$ cat config.mk
export PLATFORM = sky130hd
export DESIGN_NAME = tea_decrypt_iter
export DESIGN_NICKNAME = d
export VERILOG_FILES = /design/src/rtl/tea_pkg.sv /design/src/rtl/tea_dec_round.sv /design/src/rtl/tea_decrypt_iter.sv
export SDC_FILE = /design/constraint.sdc
export NUM_CORES = 1
export LEC_CHECK = 0
export CAP_MARGIN = 10
export CORE_AREA = 2 2 236 238
export DETAILED_ROUTE_END_ITERATION = 7
export DIE_AREA = 0 0 238 240
export GPL_ROUTABILITY_DRIVEN = 0
export PLACE_DENSITY = 0.76
export SLEW_MARGIN = 20
export SYNTH_ARGS = -nofsm -noshare
export SYNTH_HDL_FRONTEND = slang
export SYNTH_SLANG_ARGS = --single-unit
$ cat constraint.sdc
create_clock -name clk -period 8.3 [get_ports clk]
set_clock_uncertainty 0.2 [all_clocks]
set_input_delay 0.83 -clock clk [delete_from_list [all_inputs] [get_ports clk]]
set_output_delay 0.83 -clock clk [all_outputs]
set_load 0.03 [all_outputs]
$ cat src/rtl/tea_pkg.sv
// rtl/tea_pkg.sv - TEA constants and state encoding shared by encrypt, decrypt and key sweeper
package tea_pkg;

  localparam logic [31:0] DELTA         = 32'h9E37_79B9;
  localparam logic [31:0] DECRYPT_SUM_0 = 32'hC6EF_3720;
  localparam int          CNT_W         = 5;

  localparam logic [31:0]  PDF_PLAIN_HEADER_1 = 32'h2550_4446;
  localparam logic [31:0]  PDF_PLAIN_HEADER_2 = 32'h2D31_2E36;
  localparam logic [63:0]  PDF_PLAIN_HEADER   = {PDF_PLAIN_HEADER_1, PDF_PLAIN_HEADER_2};
  localparam logic [127:0] KEY = 128'h0123_4567_89AB_CDEF_FEDC_BA98_7654_3210;

  typedef enum logic [1:0] {IDLE, RUN, DONE} state_t;

  // Full 32-cycle encryption; used here only to derive the encrypted header constant.
  function automatic logic [63:0] tea_encrypt(input logic [63:0] blk, input logic [127:0] k);
    logic [31:0] v0;
    logic [31:0] v1;
    logic [31:0] s;
    v0 = blk[31:0];
    v1 = blk[63:32];
    s  = '0;
    for (int i = 0; i < 32; i++) begin
      s  = s + DELTA;
      v0 = v0 + (((v1 << 4) + k[127:96]) ^ (v1 + s) ^ ((v1 >> 5) + k[95:64]));
      v1 = v1 + (((v0 << 4) + k[63:32]) ^ (v0 + s) ^ ((v0 >> 5) + k[31:0]));
    end
    return {v1, v0};
  endfunction

  localparam logic [63:0] PDF_ENCRYPTED_HEADER   = tea_encrypt(PDF_PLAIN_HEADER, KEY);
  localparam logic [31:0] PDF_ENCRYPTED_HEADER_1 = PDF_ENCRYPTED_HEADER[63:32];
  localparam logic [31:0] PDF_ENCRYPTED_HEADER_2 = PDF_ENCRYPTED_HEADER[31:0];

endpackage

$ cat src/rtl/tea_dec_round.sv
// rtl/tea_dec_round.sv - one combinational TEA decryption cycle
module tea_dec_round
  import tea_pkg::*;
(
  input  logic [31:0]  v0,
  input  logic [31:0]  v1,
  input  logic [31:0]  sum,
  input  logic [127:0] key,
  output logic [31:0]  v0_nxt,
  output logic [31:0]  v1_nxt
);

  // v0 half uses the already-updated v1, undoing the encrypt order.
  assign v1_nxt = v1 - (((v0 << 4) + key[63:32]) ^ (v0 + sum) ^ ((v0 >> 5) + key[31:0]));
  assign v0_nxt = v0 - (((v1_nxt << 4) + key[127:96]) ^ (v1_nxt + sum) ^ ((v1_nxt >> 5) + key[95:64]));

endmodule

$ cat src/rtl/tea_decrypt_iter.sv
// rtl/tea_decrypt_iter.sv - iterative TEA block decryptor, one cycle per clock, PDF header flag
module tea_decrypt_iter
  import tea_pkg::*;
#(
  parameter int ROUNDS = 32
) (
  input  logic         clk,
  input  logic         rst,
  input  logic         ena,
  input  logic         in_valid,
  output logic         in_ready,
  input  logic [63:0]  inBlock64,
  input  logic [127:0] key,
  output logic         out_valid,
  input  logic         out_ready,
  output logic [63:0]  outBlock64,
  output logic         hdr_match
);

  localparam logic [CNT_W-1:0] LAST = CNT_W'(ROUNDS - 1);

  state_t             state;
  logic [31:0]        v0;
  logic [31:0]        v1;
  logic [31:0]        sum;
  logic [127:0]       k;
  logic [CNT_W-1:0]   cnt;
  logic [31:0]        v0_nxt;
  logic [31:0]        v1_nxt;

  tea_dec_round u_round (
    .v0     (v0),
    .v1     (v1),
    .sum    (sum),
    .key    (k),
    .v0_nxt (v0_nxt),
    .v1_nxt (v1_nxt)
  );

  always_ff @(posedge clk or negedge rst) begin
    if (!rst) begin
      state      <= IDLE;
      in_ready   <= 1'b1;
      out_valid  <= 1'b0;
      outBlock64 <= '0;
      hdr_match  <= 1'b0;
      cnt        <= '0;
      sum        <= '0;
      v0         <= '0;
      v1         <= '0;
      k          <= '0;
    end else if (ena) begin
      case (state)
        IDLE: begin
          if (in_valid) begin
            v0       <= inBlock64[31:0];
            v1       <= inBlock64[63:32];
            k        <= key;
            sum      <= DECRYPT_SUM_0;
            cnt      <= '0;
            in_ready <= 1'b0;
            state    <= RUN;
          end
        end
        RUN: begin
          v0  <= v0_nxt;
          v1  <= v1_nxt;
          sum <= sum - DELTA;
          cnt <= cnt + 1'b1;
          if (cnt == LAST) begin
            // A full-length schedule must unwind the sum exactly to zero.
            if (ROUNDS == 32) assert (sum - DELTA == 32'd0);
            outBlock64 <= {v1_nxt, v0_nxt};
            hdr_match  <= ({v1_nxt, v0_nxt} == PDF_PLAIN_HEADER);
            out_valid  <= 1'b1;
            state      <= DONE;
          end
        end
        DONE: begin
          if (out_ready) begin
            out_valid <= 1'b0;
            in_ready  <= 1'b1;
            state     <= IDLE;
          end
        end
        default: state <= IDLE;
      endcase
    end
  end

endmodule

==> results of run 1 <==
-- through the flow --
step / utilization / hold slack (ns) / TNS [ns] / cell area, um^2 / instances
6_report: 0.632 / 0.0877 / -5.88 / 34500 / 4388
3_3_place_gp: 0.573 / 0.263 / -2.33 / 31300 / 4274
5_1_grt: 0.632 / 0.150 / -13.97 / 34500 / 4385
2_1_floorplan: - / 0.252 / 0 / 24400 / 2910
4_1_cts: 0.605 / 0.113 / -0.632 / 33100 / 4354
3_5_place_dp: 0.573 / 0.270 / -5.50 / 31300 / 4274
-- layout make-up --
cell class,instances,area share
multi-input combinational,2458,0.521
clock buffer,48,0.0297
tap,704,0.0255
inverter,70,0.00775
timing repair buffer,793,0.195
sequential,298,0.216
antenna,3,0.000217
clock inverter,14,0.00467
-- placed cells by master (no fill, tap or decap), types with 9 or more instances in the layout --
| master | instances |
|---|---|
| o22ai_1 | 40 |
| and2_1 | 17 |
| a211o_1 | 14 |
| o21a_1 | 27 |
| xor2_1 | 64 |
| or3_1 | 12 |
| buf_4 | 504 |
| nand3_1 | 49 |
| o31ai_1 | 10 |
| xnor2_1 | 263 |
| clkdlybuf4s50_1 | 262 |
| xnor2_2 | 34 |
| o211ai_1 | 19 |
| mux2_2 | 32 |
| o21ai_2 | 12 |
| a31oi_1 | 23 |
| nand2_2 | 13 |
| o21ai_1 | 28 |
| nor3_1 | 32 |
| a21oi_2 | 39 |
| ha_4 | 23 |
| clkbuf_16 | 37 |
| dfrtp_1 | 295 |
| a21o_1 | 111 |
| nand2b_1 | 26 |
| o21bai_1 | 19 |
| a21oi_1 | 147 |
| a211oi_1 | 19 |
| nand2_1 | 590 |
| nor2_1 | 114 |
| o21ai_0 | 179 |
| and3_1 | 20 |
| ha_1 | 218 |
| nand4_1 | 21 |
| buf_6 | 24 |
| inv_2 | 9 |
| nor2b_1 | 28 |
| inv_1 | 59 |
-- sequential cells by signal, indices dropped and copies added (netlist names) --
register / cells
v0: 32
state: 2
k: 128
in_ready: 1
outBlock64: 64
hdr_match: 1
cnt: 5
sum: 32
v1: 32
out_valid: 1
-- synthesized netlist by cell type (40+ instances only) --
master	n	area, um^2
o21ai_0	210	1050
xnor2_1	296	2590
inv_1	70	263
nand3_1	51	255
clkbuf_1	76	285
nand2_1	607	2280
a21o_1	112	841
o22ai_1	47	294
a21oi_1	187	936
nor3_1	40	200
ha_1	243	3040
xor2_1	67	587
nor2_1	127	477
dfrtp_1	297	7430
-- kinds of logic (layout without fill, tap and decap cells) --
logic type / Yosys count / in the layout
AOI/OAI and AO/OA: 798 / 798
xor gates and xnor gates: 369 / 369
adders and majority gates: 251 / 251
buffers and inverters: 154 / 925
DFF: 298 / 298
muxes: 33 / 33
other: 0 / 3
and+or+nand+nor: 1007 / 1007
-- metal layers --
layer  vias to the layer above  share of wire
met5                         -       0.000097
met4                         2          0.051
met3                       343           0.12
met2                      1452           0.44
met1                     12000           0.40
li1                      11800              -
-- final timing paths --
check / to / slack, ns
max: hdr_match / -0.86
min: k[6] / 0.09
max reg2reg: hdr_match / -0.86
min reg2reg: outBlock64[10] / 0.28
max in group asynchronous: k[76] / 6.47
min in group clk: outBlock64[10] / 0.28
-- timing repair --
action | CTS | global route
buffers inserted | 19 | 33
pin swaps | 52 | 150
resized for setup | 93 | 240
setup endpoints to repair | 23 | 36
==> impl_metrics.py, run 1 <==
metrics = {
    "synth": {
        "syn_area_um2": 24400,
        "ys_seq_elements": 298,
        "syn_nets": 3358,
        "syn-instance-count": 2910,
        "synth-compound-area-share": 0.208,
        "yosys_warnings": 0,
        "synth_fa_ha_area_frac": 0.131,
        "ys_seq_area_frac": 0.306,
        "synth_top_family_by_area": "compound AO/OA/AOI/OAI gates",
        "synthDistinctLibCells": 89,
        "synth_edf_count": 0,
        "synth-simple-area-share": 0.181,
        "synthMuxAreaShare": 0.0152,
        "syn_area_per_cell_um2": 8.39,
        "ys_async_sr_fraction": 1.00,
        "synth_ff_type": "dfrtp_1",
        "synth_xor_area_frac": 0.135,
    },
    "floorplan": {
        "core_um2": 54700,
        "rows": 86,
        "die_x_um": 238,
        "dieArea_um2": 57100,
        "pin_count": 264,
        "initial_core_util": 0.446,
        "die_h_um": 240,
    },
    "place": {
        "dp_worst_setup_slack_ns": -0.692,
        "hpwl_um": 66600,
        "placement.io_buffers": 263,
    },
    "global_routing": {
        "antenna_found_initial": 4,
        "met3_usage": 0.0821,
        "grt.total_usage": 0.302,
        "grtUsageMet2": 0.471,
        "grt_pass1_wl_um": 134000,
        "grt_use_met1": 0.398,
        "grt_max_degree": 142,
        "grt-ovfl-total": 0,
        "grt_pass1_vias": 24500,
        "grt.busiest_layer": "met2",
    },
    "cells_and_area": {
        "multi_input_area_um2": 18000,
        "synthToLayoutAreaGrowth_pct": 41.5,
        "fill_cells": 4308,
        "final_layout_size_suffix_gt1_frac": 0.242,
        "regArea_um2": 7460,
        "nets": 4104,
    },
    "clocking": {
        "clkLatencyLatePin_ns": 0.58,
        "cts_root_buffer": "clkbuf_16",
        "cts_max_level": 2,
        "clkTransAtPathRegs_ns": 0.06,
        "cts.sinks": 298,
        "cts_tree": "done",
        "cts_hold_buf": 0,
        "cts_buffers": 35,
        "clk_path_buf_depth": 3,
    },
    "routing": {
        "vias": 25500,
        "drt.antenna.violating_nets": 0,
        "wl_per_cell_um": 21.2,
        "routed_wl_um": 93000,
        "remaining_drc_errors": 1,
        "first_pass_iters": 8,
        "drt-initial-drc-count": 2537,
        "vias_per_cell": 5.82,
    },
    "run": {
        "cap_violations": 0,
    },
    "setup_path": {
        "cp.required_ns": 8.61,
        "path_buf_inv": 4,
        "cpPeakStageDelay_ns": 0.45,
        "path_common_cell": "a21o_1",
        "critical_path.top_delay_family": "compound AO/OA/AOI/OAI gates",
        "crit_start": "v0[0]",
        "endpoint_kind": "flip-flop",
        "cp-start-kind": "flip-flop",
        "reg2reg_depth": 43,
        "cp_max_fo": 6,
        "crit_type": "reg -> reg",
        "r2r_start": "v0[0]",
        "crit_cells": 43,
        "arrival_ns": 9.47,
        "slowest_stage": "dfrtp_2",
    },
    "sta": {
        "max_freq_ghz": 0.109,
        "min_period_ns": 9.16,
        "layout_setup_ws_ns": -0.861,
        "hold_viol": 0,
        "maxSlewViolCount": 0,
        "relSlewSlack": 0.261,
        "finalSetupViolCount": 22,
        "rsz0062_at_grt": "yes",
        "tightest_slew_ns": 1.11,
        "fin_crit_sh": 1.10,
    },
    "status": {
        "status": "complete, but fails checks",
        "failed_checks": "design-rule violations, negative setup slack",
    },
    "worst_hold_path": {
        "hold_class": "in -> async",
    },
}
Power of run 1 is not shown: default switching activity piles up to over one toggle a cycle in this logic, so the estimate is an artifact.
==> inputs of run 2 (changes only) <==
--- a/config.mk
+++ b/config.mk
@@ -6,11 +6,13 @@
 export NUM_CORES = 1
 export LEC_CHECK = 0
 export CAP_MARGIN = 10
-export CORE_AREA = 2 2 236 238
+export CELL_PAD_IN_SITES_DETAIL_PLACEMENT = 1
+export CELL_PAD_IN_SITES_GLOBAL_PLACEMENT = 2
+export CORE_AREA = 2 2 280 282
 export DETAILED_ROUTE_END_ITERATION = 7
-export DIE_AREA = 0 0 238 240
+export DIE_AREA = 0 0 282 284
 export GPL_ROUTABILITY_DRIVEN = 0
-export PLACE_DENSITY = 0.76
+export PLACE_DENSITY = 0.86
 export SLEW_MARGIN = 20
 export SYNTH_ARGS = -nofsm -noshare
 export SYNTH_HDL_FRONTEND = slang
==> impl_metrics.py, run 2 (same netlist as run 1, synthesis figures left out) <==
metrics = {
    "setup_path": {
        "crit_cells": 47,
        "crit_end": "hdr_match",
        "cp_max_fo": 3,
        "rrSetupSlack_ns": -0.90,
        "cp-start-kind": "flip-flop",
        "endpoint_kind": "flip-flop",
        "crit_type": "reg -> reg",
        "crit_start": "v0[6]",
        "critical_path.top_delay_family": "compound AO/OA/AOI/OAI gates",
        "path_buf_inv": 5,
        "path_common_cell": "a21o_1",
        "slowest_stage": "or4b_1",
        "cpPeakStageDelay_ns": 0.49,
        "cp.required_ns": 8.60,
        "regToRegEndpoint": "hdr_match",
        "reg2reg_depth": 47,
        "arrival_ns": 9.49,
        "r2r_start": "v0[6]",
    },
    "clocking": {
        "cts_max_level": 2,
        "clkTransAtPathRegs_ns": 0.06,
        "cts_buffers": 40,
        "cts_tree": "done",
        "cts.sinks": 298,
        "clk_path_buf_depth": 3,
        "cts_hold_buf": 0,
        "clkLatencyLatePin_ns": 0.58,
        "cts_root_buffer": "clkbuf_16",
    },
    "worst_hold_path": {
        "hold_class": "in -> async",
    },
    "global_routing": {
        "grtUsageMet2": 0.419,
        "grt-ovfl-total": 0,
        "grt.total_usage": 0.261,
        "grt_use_met1": 0.354,
        "grt_max_degree": 82,
        "grt_pass1_vias": 27500,
        "grt_pass1_wl_um": 162000,
        "met3_usage": 0.0411,
        "grt.busiest_layer": "met2",
        "antenna_found_initial": 1,
    },
    "floorplan": {
        "dieArea_um2": 80100,
        "die_x_um": 282,
        "rows": 102,
        "initial_core_util": 0.317,
        "die_h_um": 284,
        "core_um2": 77000,
        "pin_count": 264,
    },
    "sta": {
        "maxSlewViolCount": 0,
        "layout_setup_ws_ns": -0.898,
        "max_freq_ghz": 0.109,
        "fin_crit_sh": 1.11,
        "rsz0062_at_grt": "yes",
        "hold_viol": 0,
        "min_period_ns": 9.20,
        "tightest_slew_ns": 1.11,
        "finalSetupViolCount": 28,
        "relSlewSlack": 0.258,
    },
    "place": {
        "placement.io_buffers": 263,
        "dp_worst_setup_slack_ns": -1.27,
        "hpwl_um": 81900,
    },
    "cells_and_area": {
        "nets": 4222,
        "synthToLayoutAreaGrowth_pct": 45.4,
        "layout_commonest_cell": "buf_4",
        "largest_register": "k",
        "reg_top3": "k x128, outBlock64 x64",
        "fill_cells": 9018,
        "layout_common_cells": "613 x buf_4, 592 x nand2_1, 293 x dfrtp_1",
        "largest_register_ffs": 128,
        "num_antenna_cells": 0,
        "final_layout_size_suffix_gt1_frac": 0.251,
    },
    "routing": {
        "drt.antenna.violating_nets": 0,
        "vias_per_cell": 5.31,
        "routed_wl_um": 108000,
        "wl_per_cell_um": 22.4,
        "remaining_drc_errors": 0,
        "first_pass_iters": 6,
        "drt-initial-drc-count": 1625,
        "vias": 25700,
    },
    "status": {
        "failed_checks": "negative setup slack",
        "status": "complete, but fails checks",
    },
    "run": {
        "cap_violations": 0,
    },
}
-- run 2: cell types whose count changed in the layout (fill, tap and decap cells not counted), sizes merged --
cell	delta
clkinv	+1
diode	-3
inv	+2
clkbuf	+4
buf	+112
clkinvlp	+4
-- run 2: what timing repair did --
action,4_1_cts,5_1_grt
pin swaps,81,85
buffers inserted,46,19
cloned,0,0
setup endpoints to repair,31,37
gates resized for setup,159,111
-- run 2: cell type report --
class                           instances  area [um^2]  area share
Sequential cell                       298         7460       0.210
Timing Repair Buffer                  906         7570       0.213
Clock inverter                         21          218     0.00614
Tap cell                             1040         1300      0.0367
Multi-Input combinational cell       2458        17500       0.494
Clock buffer                           51         1140      0.0322
Inverter                               70          263     0.00741
-- run 2: routing by layer --
metal	part of all wire	wire length, um
met2	0.45	49000
met5	0	0
met3	0.065	7010
met4	0.038	4160
met1	0.45	48200
-- run 2: per-stage QoR --
stage	util	instances	instance area, um^2	hold slack (ns)	setup TNS, ns
floorplan	-	2910	24400	0.252	0
global placement	0.423	4719	32500	0.264	-10.25
detailed placement	0.423	4719	32500	0.274	-17.96
CTS	0.453	4832	34800	0.0231	-3.17
global route	0.461	4844	35500	0.0440	-16.58
finish	0.461	4844	35500	0.000802	-8.38
-- run 2: how the worst min path moves through the flow --
stage / from / endpoint / slack (ns) / cells past startpoint
finish: rst / k[40] / 0.0008 / 1
global route: rst / k[40] / 0.04 / 1
floorplan: k[0] / k[0] / 0.25 / 2
detailed placement: outBlock64[39] / outBlock64[39] / 0.27 / 2
CTS: rst / k[2] / 0.02 / 1
global placement: outBlock64[9] / outBlock64[9] / 0.26 / 2
Power of run 2 is left out for the same reason.
